$ cat src/rtl/duv_share_ctrl_if.sv
// Bundle between the round-robin DUV share controller and its environment:
// the requester agents on one side and the shared DUV datapath on the other.
interface duv_share_ctrl_if #(
    parameter int N_REQ = 4
);
    localparam int IDW = $clog2(N_REQ);

    // requester side
    logic [N_REQ-1:0]   req;
    logic [2*N_REQ-1:0] cmd;
    logic [N_REQ-1:0]   gnt;
    logic               rsp_valid;
    logic [IDW-1:0]     rsp_id;
    logic [7:0]         rsp_data;
    logic               busy;

    // DUV side
    logic               duv_in_a;
    logic               duv_in_b;
    logic [1:0]         duv_out_a;
    logic [1:0]         duv_out_b;
    logic [1:0]         duv_out_c;
    logic [1:0]         duv_out_d;

    // controller view
    modport slave (
        input  req, cmd, duv_out_a, duv_out_b, duv_out_c, duv_out_d,
        output gnt, rsp_valid, rsp_id, rsp_data, busy, duv_in_a, duv_in_b
    );

    // environment view: requesters plus the DUV instance
    modport master (
        output req, cmd, duv_out_a, duv_out_b, duv_out_c, duv_out_d,
        input  gnt, rsp_valid, rsp_id, rsp_data, busy, duv_in_a, duv_in_b
    );
endinterface

$ cat src/rtl/duv_share_ctrl.sv
// Round-robin controller sharing one DUV datapath between N_REQ requesters.
// A grant drives the winner's 2-bit command onto the DUV for HOLD_CYC cycles,
// waits LAT_CYC cycles, captures the four DUV results and returns them with
// the winner's ID.
module duv_share_ctrl #(
    parameter int N_REQ    = 4,
    parameter int HOLD_CYC = 2,
    parameter int LAT_CYC  = 2
) (
    input  logic            clk,
    input  logic            arst,
    duv_share_ctrl_if.slave bus
);
    localparam int IDW     = $clog2(N_REQ);
    localparam int CNT_MAX = (HOLD_CYC > LAT_CYC) ? HOLD_CYC : LAT_CYC;
    localparam int CNT_W   = $clog2(CNT_MAX + 1);

    typedef enum logic [1:0] {IDLE, DRIVE, WAIT, RESP} state_t;

    state_t           state, state_nxt;
    logic [CNT_W-1:0] cnt, cnt_nxt;
    logic [IDW-1:0]   ptr, ptr_nxt;
    logic [N_REQ-1:0] gnt, gnt_nxt;
    logic             in_a, in_a_nxt;
    logic             in_b, in_b_nxt;
    logic             rsp_valid, rsp_valid_nxt;
    logic [IDW-1:0]   rsp_id, rsp_id_nxt;
    logic [7:0]       rsp_data, rsp_data_nxt;

    logic             found;
    logic [IDW-1:0]   winner;
    logic [IDW:0]     idx;
    logic [1:0]       cmd_sel;

    // Round-robin search: first requester at or after ptr, wrapping modulo N_REQ.
    always_comb begin
        found   = 1'b0;
        winner  = '0;
        idx     = '0;
        for (int k = 0; k < N_REQ; k++) begin
            idx = {1'b0, ptr} + (IDW+1)'(k);
            if (idx >= (IDW+1)'(N_REQ)) begin
                idx = idx - (IDW+1)'(N_REQ);
            end
            if (!found && bus.req[idx[IDW-1:0]]) begin
                found  = 1'b1;
                winner = idx[IDW-1:0];
            end
        end
        cmd_sel = bus.cmd[2*winner +: 2];
    end

    // Next-state and next-output logic; req/cmd only matter in IDLE.
    always_comb begin
        state_nxt     = state;
        cnt_nxt       = cnt;
        ptr_nxt       = ptr;
        gnt_nxt       = '0;
        in_a_nxt      = in_a;
        in_b_nxt      = in_b;
        rsp_valid_nxt = 1'b0;
        rsp_id_nxt    = rsp_id;
        rsp_data_nxt  = rsp_data;
        case (state)
            IDLE: begin
                if (found) begin
                    state_nxt       = DRIVE;
                    cnt_nxt         = CNT_W'(HOLD_CYC - 1);
                    ptr_nxt         = (winner == IDW'(N_REQ - 1)) ? '0 : winner + 1'b1;
                    gnt_nxt[winner] = 1'b1;
                    in_a_nxt        = cmd_sel[0];
                    in_b_nxt        = cmd_sel[1];
                    rsp_id_nxt      = winner;
                end
            end
            DRIVE: begin
                if (cnt == '0) begin
                    in_a_nxt  = 1'b0;
                    in_b_nxt  = 1'b0;
                    state_nxt = WAIT;
                    cnt_nxt   = CNT_W'(LAT_CYC - 1);
                end else begin
                    cnt_nxt = cnt - 1'b1;
                end
            end
            WAIT: begin
                if (cnt == '0) begin
                    rsp_data_nxt  = {bus.duv_out_d, bus.duv_out_c, bus.duv_out_b, bus.duv_out_a};
                    rsp_valid_nxt = 1'b1;
                    state_nxt     = RESP;
                end else begin
                    cnt_nxt = cnt - 1'b1;
                end
            end
            RESP: begin
                state_nxt = IDLE;
            end
            default: begin
                state_nxt = IDLE;
            end
        endcase
    end

    // State and output registers; reset aborts any operation immediately.
    always_ff @(posedge clk or negedge arst) begin
        if (!arst) begin
            state     <= IDLE;
            cnt       <= '0;
            ptr       <= '0;
            gnt       <= '0;
            in_a      <= 1'b0;
            in_b      <= 1'b0;
            rsp_valid <= 1'b0;
            rsp_id    <= '0;
            rsp_data  <= '0;
        end else begin
            state     <= state_nxt;
            cnt       <= cnt_nxt;
            ptr       <= ptr_nxt;
            gnt       <= gnt_nxt;
            in_a      <= in_a_nxt;
            in_b      <= in_b_nxt;
            rsp_valid <= rsp_valid_nxt;
            rsp_id    <= rsp_id_nxt;
            rsp_data  <= rsp_data_nxt;
        end
    end

    assign bus.gnt       = gnt;
    assign bus.duv_in_a  = in_a;
    assign bus.duv_in_b  = in_b;
    assign bus.rsp_valid = rsp_valid;
    assign bus.rsp_id    = rsp_id;
    assign bus.rsp_data  = rsp_data;
    assign bus.busy      = (state != IDLE);
endmodule
$ cat src/flat_wrapper.sv
// flat-port wrapper written by rule: the top's interface ports become plain ports
module duv_share_ctrl_flat 
#(
    parameter int N_REQ    = 4,
    parameter int HOLD_CYC = 2,
    parameter int LAT_CYC  = 2
)
  (clk, arst, bus_req, bus_cmd, bus_duv_out_a, bus_duv_out_b, bus_duv_out_c, bus_duv_out_d, bus_gnt, bus_rsp_valid, bus_rsp_id, bus_rsp_data, bus_busy, bus_duv_in_a, bus_duv_in_b);
  duv_share_ctrl_if #(.N_REQ(N_REQ)) bus_i ();
  input  logic clk;
  input  logic arst;
  input wire logic [$bits(bus_i.req)-1:0] bus_req;
  input wire logic [$bits(bus_i.cmd)-1:0] bus_cmd;
  input wire logic [$bits(bus_i.duv_out_a)-1:0] bus_duv_out_a;
  input wire logic [$bits(bus_i.duv_out_b)-1:0] bus_duv_out_b;
  input wire logic [$bits(bus_i.duv_out_c)-1:0] bus_duv_out_c;
  input wire logic [$bits(bus_i.duv_out_d)-1:0] bus_duv_out_d;
  output wire logic [$bits(bus_i.gnt)-1:0] bus_gnt;
  output wire logic [$bits(bus_i.rsp_valid)-1:0] bus_rsp_valid;
  output wire logic [$bits(bus_i.rsp_id)-1:0] bus_rsp_id;
  output wire logic [$bits(bus_i.rsp_data)-1:0] bus_rsp_data;
  output wire logic [$bits(bus_i.busy)-1:0] bus_busy;
  output wire logic [$bits(bus_i.duv_in_a)-1:0] bus_duv_in_a;
  output wire logic [$bits(bus_i.duv_in_b)-1:0] bus_duv_in_b;
  assign bus_i.req = bus_req;
  assign bus_i.cmd = bus_cmd;
  assign bus_i.duv_out_a = bus_duv_out_a;
  assign bus_i.duv_out_b = bus_duv_out_b;
  assign bus_i.duv_out_c = bus_duv_out_c;
  assign bus_i.duv_out_d = bus_duv_out_d;
  assign bus_gnt = bus_i.gnt;
  assign bus_rsp_valid = bus_i.rsp_valid;
  assign bus_rsp_id = bus_i.rsp_id;
  assign bus_rsp_data = bus_i.rsp_data;
  assign bus_busy = bus_i.busy;
  assign bus_duv_in_a = bus_i.duv_in_a;
  assign bus_duv_in_b = bus_i.duv_in_b;
  duv_share_ctrl #(.N_REQ(N_REQ), .HOLD_CYC(HOLD_CYC), .LAT_CYC(LAT_CYC)) u_core (.clk(clk), .arst(arst), .bus(bus_i));
endmodule
$ cat config.mk
export PLATFORM = sky130hd
export DESIGN_NAME = duv_share_ctrl_flat
export DESIGN_NICKNAME = d
export VERILOG_FILES = /design/src/rtl/duv_share_ctrl_if.sv /design/src/rtl/duv_share_ctrl.sv /design/src/flat_wrapper.sv
export SDC_FILE = /design/constraint.sdc
export NUM_CORES = 1
export LEC_CHECK = 0
export ABC_AREA = 1
export CAP_MARGIN = 10
export CORE_UTILIZATION = 45
export CTS_CLUSTER_DIAMETER = 80
export DETAILED_ROUTE_END_ITERATION = 8
export PLACE_DENSITY = 0.77
export SYNTH_ARGS = -nofsm -noshare
export SYNTH_HDL_FRONTEND = slang
export SYNTH_SLANG_ARGS = --single-unit
$ cat constraint.sdc
create_clock -name clk -period 2.3 [get_ports clk]
set_clock_uncertainty 0.1 [all_clocks]
set_input_delay 0.69 -clock clk [delete_from_list [all_inputs] [get_ports clk]]
set_output_delay 0.69 -clock clk [all_outputs]
set_load 0.005 [all_outputs]
==> results of run 1 <==
==> cell usage in the layout (no fill, tap or decap) <==
cell type | Yosys | final
nand2_1 | 75 | 75
clkdlybuf4s50_1 | 0 | 38
dfrtp_1 | 23 | 23
nand3_1 | 21 | 21
inv_1 | 17 | 15
buf_4 | 0 | 12
nor2_1 | 9 | 9
inv_2 | 6 | 8
o21ai_0 | 8 | 8
ha_1 | 7 | 6
nand2_2 | 5 | 5
clkbuf_4 | 0 | 3
nand3_2 | 2 | 2
o21ai_1 | 2 | 2
nor2_4 | 1 | 1
nor2_2 | 1 | 1
nand3_4 | 1 | 1
clkinv_1 | 1 | 1
nand4_1 | 1 | 1
o22ai_1 | 1 | 1
a21oi_1 | 1 | 1
a31oi_1 | 1 | 1
o21ai_2 | 1 | 1
ha_4 | 0 | 1
clkbuf_1 | 0 | 1
dlymetal6s2s_1 | 0 | 1
==> layer usage <==
metal / wire length, um / vias to the layer above
met2: 1520 / 28
met4: 67 / 0
li1: - / 691
met1: 1370 / 637
met5: 0 / -
met3: 124 / 6
==> worst max-delay path, delay by kind of cell <==
family / cells / cell delay [ns]
AOI/OAI and AO/OA: 1 / 0.07
adders and majority gates: 1 / 0.27
buffers and inverters: 3 / 0.54
and+or+nand+nor: 7 / 0.70
==> flip-flops by register name (all words and copies together), names as in the netlist, 2 cells and up <==
register,flops
u_core.cnt,2
u_core.bus.gnt,4
u_core.ptr,2
u_core.bus.rsp_id,2
u_core.bus.rsp_data,8
u_core.state,2
==> metrics by stage <==
| stage | util [%] | worst slack, ns | std cells | area, um2 |
|---|---|---|---|---|
| after floorplan | - | 0.313 | 186 | 1370 |
| after global placement | 65.6 | -0.121 | 263 | 1840 |
| after detailed placement | 65.6 | -0.215 | 263 | 1840 |
| after CTS | 67.5 | 0.0122 | 269 | 1890 |
| after global routing | 67.8 | 0.0281 | 270 | 1900 |
| final | 67.8 | 0.141 | 270 | 1900 |
==> power by group through the flow <==
stage	logic (W)	clock network (W)	registers (W)
3_5_place_dp	0.00188	0	0.000728
2_1_floorplan	0.00118	0	0.000705
3_3_place_gp	0.00182	0	0.000715
5_1_grt	0.00220	0.000216	0.000736
6_report	0.00196	0.000188	0.000711
4_1_cts	0.00195	0.000192	0.000709
==> path summary, 6_finish.rpt <==
kind,startpoint,end,slack [ns]
max,bus_req[3],u_core.ptr[1],0.14
min,u_core.bus.rsp_data[3],u_core.bus.rsp_data[3],0.39
max reg2reg,u_core.ptr[0],u_core.ptr[1],0.24
min reg2reg,u_core.bus.rsp_data[3],u_core.bus.rsp_data[3],0.39
max in group asynchronous,arst,u_core.bus.rsp_data[1],1.26
min in group asynchronous,arst,u_core.bus.duv_in_b,0.62
==> layout make-up <==
type / count / area (um2) / share of cell area [%]
Timing Repair Buffer: 51 / 483 / 25.4
Sequential cell: 23 / 576 / 30.2
Clock buffer: 4 / 26.3 / 1.38
Tap cell: 31 / 38.8 / 2.04
Inverter: 24 / 90.1 / 4.73
Multi-Input combinational cell: 137 / 689 / 36.2
==> cell families after synthesis <==
group / share of synthesized area, %
AO/OA/AOI/OAI: 5.59
AND/OR/NAND/NOR: 37.6
buffers and inverters: 8.25
adder cells (fa/ha/maj): 6.42
flip-flops: 42.2
==> repair_timing <==
item | in CTS | in global routing
cloned | 0 | 0
endpoints found under the setup margin | 1 | 1
gates resized for setup | 2 | 3
buffers inserted | 2 | 1
==> results.tsv, run 1 <==
stage	metric	value	unit
synth	dominant synthesized flop cell	dfrtp_1	
clock_network	cts hold-fix bufs	0	
sta	Hold Violations, Final	0	
worst_setup_path	Worst R2R Path Depth	12	
power	worst vdd ir	0.000857	V
power	Clock power frac	6.6	%
clock_network	H-tree levels	1	
detailed_routing	Detailed Route Iter0 Violations	31	
worst_setup_path	slowest CP cell	clkdlybuf4s50_1	
sta	Final Max Slew Viols	0	
worst_setup_path	CP max FO	4	
grt	largest net degree at the start of global routing	24	
sta	Hold Slack	0.390	ns
sta	period utilization	93.9	%
power	Int Pwr	0.00157	W
worst_setup_path	WS Path Type	input port to register	
synth	leading area contributor after synthesis	dfrtp_1	
synth	most frequent cells after synthesis	nand2_1 (75), dfrtp_1 (23), nand3_1 (21)	
detailed_routing	vias per cell	5.04	
grt	initial antenna violation count	0	
power	Seq pwr share	24.9	%
floorplan	# rows	19	
grt	grt met3 use	3.17	%
worst_setup_path	Worst setup SP type	input port	
grt	vias in the first global route	1250	
floorplan	Top Ports	40	
synth	mapped cell area	1370	um2
synth	sequential share of the synthesized area	42.2	%
sta	Setup Total Neg Slack	0	ns
min_path	Hold Path Class	register to register	
grt	met1 Use GR	23.8	%
power	Final Power	0.00286	W
finish	Layout area overhead	39.4	%
floorplan	Initial Util	48.7	%
worst_setup_path	worst path required time	2.41	ns
power	NetSw	0.00129	W
synth	area share of the largest cell type after synthesis	42.2	%
power	pwr dens	1500	nW/um2
floorplan	Chip Width	57.1	um
grt	busiest layer in global routing	met2	
detailed_routing	DR vias	1362	
place	Port Buffers	39	
power	Sw Ratio	45.3	%
synth	Yosys warning count	0	
sta	RSZ-0062 raised after global routing	no	
power	Pleak	0.987	nW
finish	antenna cells	0	
place	DP Wirelength	2.44	mm
grt	Tot GR Track Use	20.5	%
sta	final setup fails	0	
synth	synthesized net count	215	
grt	first-pass GRT wire length	5.15	mm
synth	synth top area cells	dfrtp_1 (42%), nand2_1 (21%), nand3_1 (7.7%)	
clock_network	clock transition at the registers of the reported paths	0.12	ns
min_path	Hold Path Depth	2	
finish	Fillers	235	
worst_setup_path	critical-path cell list	clkdlybuf4s50_1 -> inv_1 -> nand2_1 -> nand3_1 -> nand2_2 -> nor2_4 -> nand3_4 -> nand3_2 -> inv_1 -> ha_1 -> nand2_1 -> o21ai_0	
clock_network	CTS tree	built	
synth	Cell variety after synth	21	
detailed_routing	final WL	3.09	mm
job	maxcap violations	0	
sta	fmax	463	MHz
worst_setup_path	Worst EP arrival	2.27	ns
grt	grt ovf	0	
run_status	failing checks	design-rule violations	
floorplan	die area	3260	um2
grt	grt met2 use	36.6	%
clock_network	Clock Sinks	23	
floorplan	Die Y	57.1	um
detailed_routing	DRT Pass-1 Iters	6	
synth	number of synthesized flops with an enable pin	0	
floorplan	Core Region	2810	um2
sta	Slew headroom	76.5	%
clock_network	Bufs on Longest Clock Path	2	
synth	post-synthesis average cell area	7.34	um2
clock_network	Root Buffer	clkbuf_4	
synth	Mapped Cells	186	
finish	fraction of final layout cells sized beyond drive strength 1	14.6	%
sta	Final Critical Period	2.16	ns
place	Placer Congestion	0.865	
finish	nets@finish	269	
detailed_routing	DR WL/cell	11.4	um
worst_setup_path	CP endpoint kind	register	
synth	top-count cell post-synth	nand2_1	
worst_setup_path	Worst path max stage delay	0.42	ns
detailed_routing	DR DRC count	7	
sta	worst-margin pin slew	0.352	ns
run_status	outcome	complete, but fails checks	
clock_network	CTS Buf Count	3	
detailed_routing	antenna-violating nets left	0	
clock_network	Clk Latency, worst-skew pair	0.31	ns
synth	ys async rst share	100	%
power	logic gate share of total power	68.5	%
synth	Yosys reg bits	23	
No activity file was read; power rests on OpenSTA's default activity.
==> run 2, diff against run 1 <==
ABC_AREA = not set   (was 1)
CORE_MARGIN = 1.5   (was not set)
CORE_UTILIZATION = 44   (was 45)
PLACE_DENSITY = not set   (was 0.77)
PLACE_DENSITY_LB_ADDON = 0.2   (was not set)
==> results.tsv, run 2 <==
stage	metric	value	unit	change
run_status	outcome	complete, no violations		was complete, but fails checks
finish	area of the multi-input gates	553	um2	was 689 um2
sta	Setup Total Neg Slack	0	ns	unchanged
detailed_routing	DR vias	950		was 1,362
grt	grt ovf	0		unchanged
power	logic gate share of total power	57.4	%	was 68.5%
detailed_routing	final WL	2.54	mm	was 3.09 mm
grt	initial antenna violation count	0		unchanged
floorplan	Chip Width	54.6	um	was 57.1 um
job	maxcap violations	0		unchanged
finish	post-route design area	1720	um2	was 1900 um2
place	Placement Cell Area	1670	um2	was 1840 um2
sta	Hold Violations, Final	0		unchanged
detailed_routing	wire length on met1	1.12	mm	was 1.37 mm
detailed_routing	metal2 WL	1.35	mm	was 1.52 mm
detailed_routing	DR DRC count	0		was 7
finish	commonest non-fill, non-tap cell in the layout	clkdlybuf4s50_1		was nand2_1
synth	Yosys reg bits	23		unchanged
power	pwr dens	1200	nW/um2	was 1500 nW/um2
synth	post-synthesis average cell area	11.2	um2	was 7.34 um2
synth	Mapped Cells	105		was 186
detailed_routing	vias per cell	5.03		was 5.04
sta	fmax	452	MHz	was 463 MHz
worst_setup_path	worst path required time	2.40	ns	was 2.41 ns
clock_network	CTS Buf Count	3		unchanged
power	Final Power	0.00207	W	was 0.00286 W
synth	dominant synthesized flop cell	dfrtp_1		unchanged
grt	largest net degree at the start of global routing	24		unchanged
clock_network	CTS tree	built		unchanged
synth	Cell variety after synth	29		was 21
synth	top-count cell post-synth	dfrtp_1		was nand2_1
detailed_routing	DRT Pass-1 Iters	4		was 6
clock_network	Clk Latency, worst-skew pair	0.31	ns	about the same
finish	max reg flops	8		unchanged
sta	RSZ-0062 raised after global routing	no		unchanged
finish	biggest regs	u_core.bus.rsp_data (8), u_core.bus.gnt (4)		unchanged
worst_setup_path	critical-path cell list	clkdlybuf4s50_1 -> and2b_1 -> nor3_1 -> o22ai_2 -> inv_1 -> ha_1 -> mux2_1		was clkdlybuf4s50_1 -> inv_1 -> nand2_1 -> nand3_1 -> nand2_2 -> nor2_4 -> nand3_4 -> nand3_2 -> inv_1 -> ha_1 -> nand2_1 -> o21ai_0
worst_setup_path	CP endpoint kind	register		unchanged
worst_setup_path	Buf/Inv on CP	2		was 3
finish	Layout Cells excl Fill	189		was 270
power	Pleak	0.787	nW	was 0.987 nW
clock_network	H-tree levels	1		unchanged
floorplan	Core Region	2500	um2	was 2810 um2
detailed_routing	metal3 WL	55	um	was 124 um
synth	leading area contributor after synthesis	dfrtp_1		unchanged
synth	sequential share of the synthesized area	49.1	%	was 42.2%
power	Sw Ratio	35.5	%	was 45.3%
floorplan	die area	2980	um2	was 3260 um2
worst_setup_path	Worst path max stage delay	0.43	ns	was 0.42 ns
grt	first-pass GRT wire length	4.13	mm	was 5.15 mm
worst_setup_path	WS Path Type	input port to register		unchanged
power	NetSw	0.000734	W	was 0.00129 W
synth	synth top area cells	dfrtp_1 (49%), mux2_2 (7.7%), ha_1 (7.5%)		was dfrtp_1 (42%), nand2_1 (21%), nand3_1 (7.7%)
worst_setup_path	Worst path top cell family by delay	buffers and inverters		was simple AND/OR/NAND/NOR gates
floorplan	# rows	18		was 19
synth	area share of the largest cell type after synthesis	49.1	%	was 42.2%
floorplan	Die Y	54.6	um	was 57.1 um
place	DP Wirelength	2.02	mm	was 2.44 mm
grt	vias in the first global route	947		was 1,250
synth	number of synthesized flops with an enable pin	0		unchanged
sta	period utilization	96.3	%	was 93.9%
clock_network	Bufs on Longest Clock Path	2		unchanged
finish	Layout area overhead	46.9	%	was 39.4%
power	Clock power frac	9.1	%	was 6.6%
detailed_routing	Detailed Route Iter0 Violations	5		was 31
synth	Yosys warning count	0		unchanged
finish	antenna cells	0		unchanged
finish	fraction of final layout cells sized beyond drive strength 1	21.4	%	was 14.6%
sta	worst-margin pin slew	0.350	ns	was 0.352 ns
worst_setup_path	CP max FO	3		was 4
floorplan	Top Ports	40		unchanged
place	Port Buffers	39		unchanged
clock_network	Root Buffer	clkbuf_4		unchanged
detailed_routing	top sig layer	met4		unchanged
sta	Final Max Slew Viols	0		unchanged
finish	FF+latch area	576	um2	unchanged
sta	final setup fails	0		unchanged
synth	mapped cell area	1170	um2	was 1370 um2
sta	Final Critical Period	2.21	ns	was 2.16 ns
min_path	Hold Path Class	register to register		unchanged
power	worst vdd ir	0.000854	V	was 0.000857 V
floorplan	Initial Util	46.9	%	was 48.7%
place	Placer Congestion	0.808		was 0.865
clock_network	Clock Sinks	23		unchanged
clock_network	cts hold-fix bufs	0		unchanged
worst_setup_path	slowest CP cell	clkdlybuf4s50_1		unchanged
place	Placed Cells	183		was 263
detailed_routing	antenna-violating nets left	0		unchanged
sta	Slew headroom	76.5	%	about the same
finish	nets@finish	189		was 269
synth	ys async rst share	100	%	unchanged
worst_setup_path	Worst EP arrival	2.32	ns	was 2.27 ns
synth	most frequent cells after synthesis	dfrtp_1 (23), inv_1 (11), mux2_2 (8), nand2_1 (8), ha_1 (7)		was nand2_1 (75), dfrtp_1 (23), nand3_1 (21)
finish	most frequent cells in the layout	clkdlybuf4s50_1 (38), dfrtp_1 (23), buf_4 (12), inv_1 (10)		was nand2_1 (75), clkdlybuf4s50_1 (38), dfrtp_1 (23), nand3_1 (21), inv_1 (15)
grt	Tot GR Track Use	19.5	%	was 20.5%
synth	synthesized net count	134		was 215
finish	Fillers	189		was 235
finish	Biggest register	u_core.bus.rsp_data		unchanged
finish	Finished Core Util	68.9	%	was 67.8%
clock_network	clock transition at the registers of the reported paths	0.13	ns	was 0.12 ns
power	Seq pwr share	33.4	%	was 24.9%
worst_setup_path	Worst setup SP type	input port		unchanged
power	Int Pwr	0.00133	W	was 0.00157 W
detailed_routing	DR WL/cell	13.4	um	was 11.4 um
run 2: cell types whose count changed in the layout (fill, tap and decap cells not counted), sizes merged, moves of 3 or more:
cell and change:
o21ai -5, nand2b +3, inv -10, nor3 +3
mux2 +10, mux2i +4, nand3 -22, nand2 -72
nor2 -6
run 2: power by group through the flow:
stage	registers [W]	logic, W	clock network (W)
2_1_floorplan	0.000701	0.000634	0
3_3_place_gp	0.000695	0.00110	0
3_5_place_dp	0.000707	0.00114	0
4_1_cts	0.000691	0.00120	0.000197
5_1_grt	0.000718	0.00133	0.000207
6_report	0.000691	0.00119	0.000188
run 2: kinds of logic after synthesis:
| family | synth area share [%] |
|---|---|
| compound gates | 13.8 |
| flops | 49.1 |
| mux | 13.0 |
| buf+inv | 4.80 |
| fa+ha+maj | 7.47 |
| simple gates | 11.8 |
run 2: per-layer routing:
layer / vias to the layer above / GRT usage [%]
met3: 2 / 3.28
met4: 0 / 5.00
met5: - / 0
li1: 478 / -
met2: 14 / 34.3
met1: 456 / 24.6
run 2: layout make-up:
cell class	count	share of cell area, %
repair buffers	51	27.8
clock buffers	3	1.31
flip-flops and latches	23	33.4
well taps	30	2.18
multi-input cells	68	32.1
clock inverters	1	0.291
inverters	13	2.83
run 2: repair_timing:
| action | in CTS | in global routing |
|---|---|---|
| resized for setup | 4 | 0 |
| endpoints found under the setup margin | 1 | 0 |
| setup buffers | 2 | 0 |
run 2: path summary, 6_finish.rpt:
check                                      from                   end  slack (ns)  cells past startpoint
setup / recovery                     bus_req[0]         u_core.ptr[1]        0.09                      7
setup reg to reg                  u_core.ptr[0]         u_core.ptr[1]        0.45                      6
min in group asynchronous                  arst         u_core.ptr[0]        0.62                      2
hold / removal             u_core.bus.rsp_id[1]  u_core.bus.rsp_id[1]        0.40                      2
max in group asynchronous                  arst         u_core.ptr[1]        1.25                      2
hold reg to reg            u_core.bus.rsp_id[1]  u_core.bus.rsp_id[1]        0.40                      2
run 2: stage by stage:
stage | setup slack [ns] | hold WS, ns
final | 0.0853 | 0.395
after global routing | 0.00546 | 0.419
after CTS | 0.0949 | 0.400
after detailed placement | -0.251 | 0.371
after global placement | -0.181 | 0.366
after floorplan | 0.255 | 0.294
run 2: worst register-to-register path, delay by kind of cell, from the launching register on:
family	cells	cell delay [ns]
compound gates	1	0.15
fa+ha+maj	1	0.21
buf+inv	1	0.08
flops	1	0.42
mux	1	0.28
simple gates	2	0.51
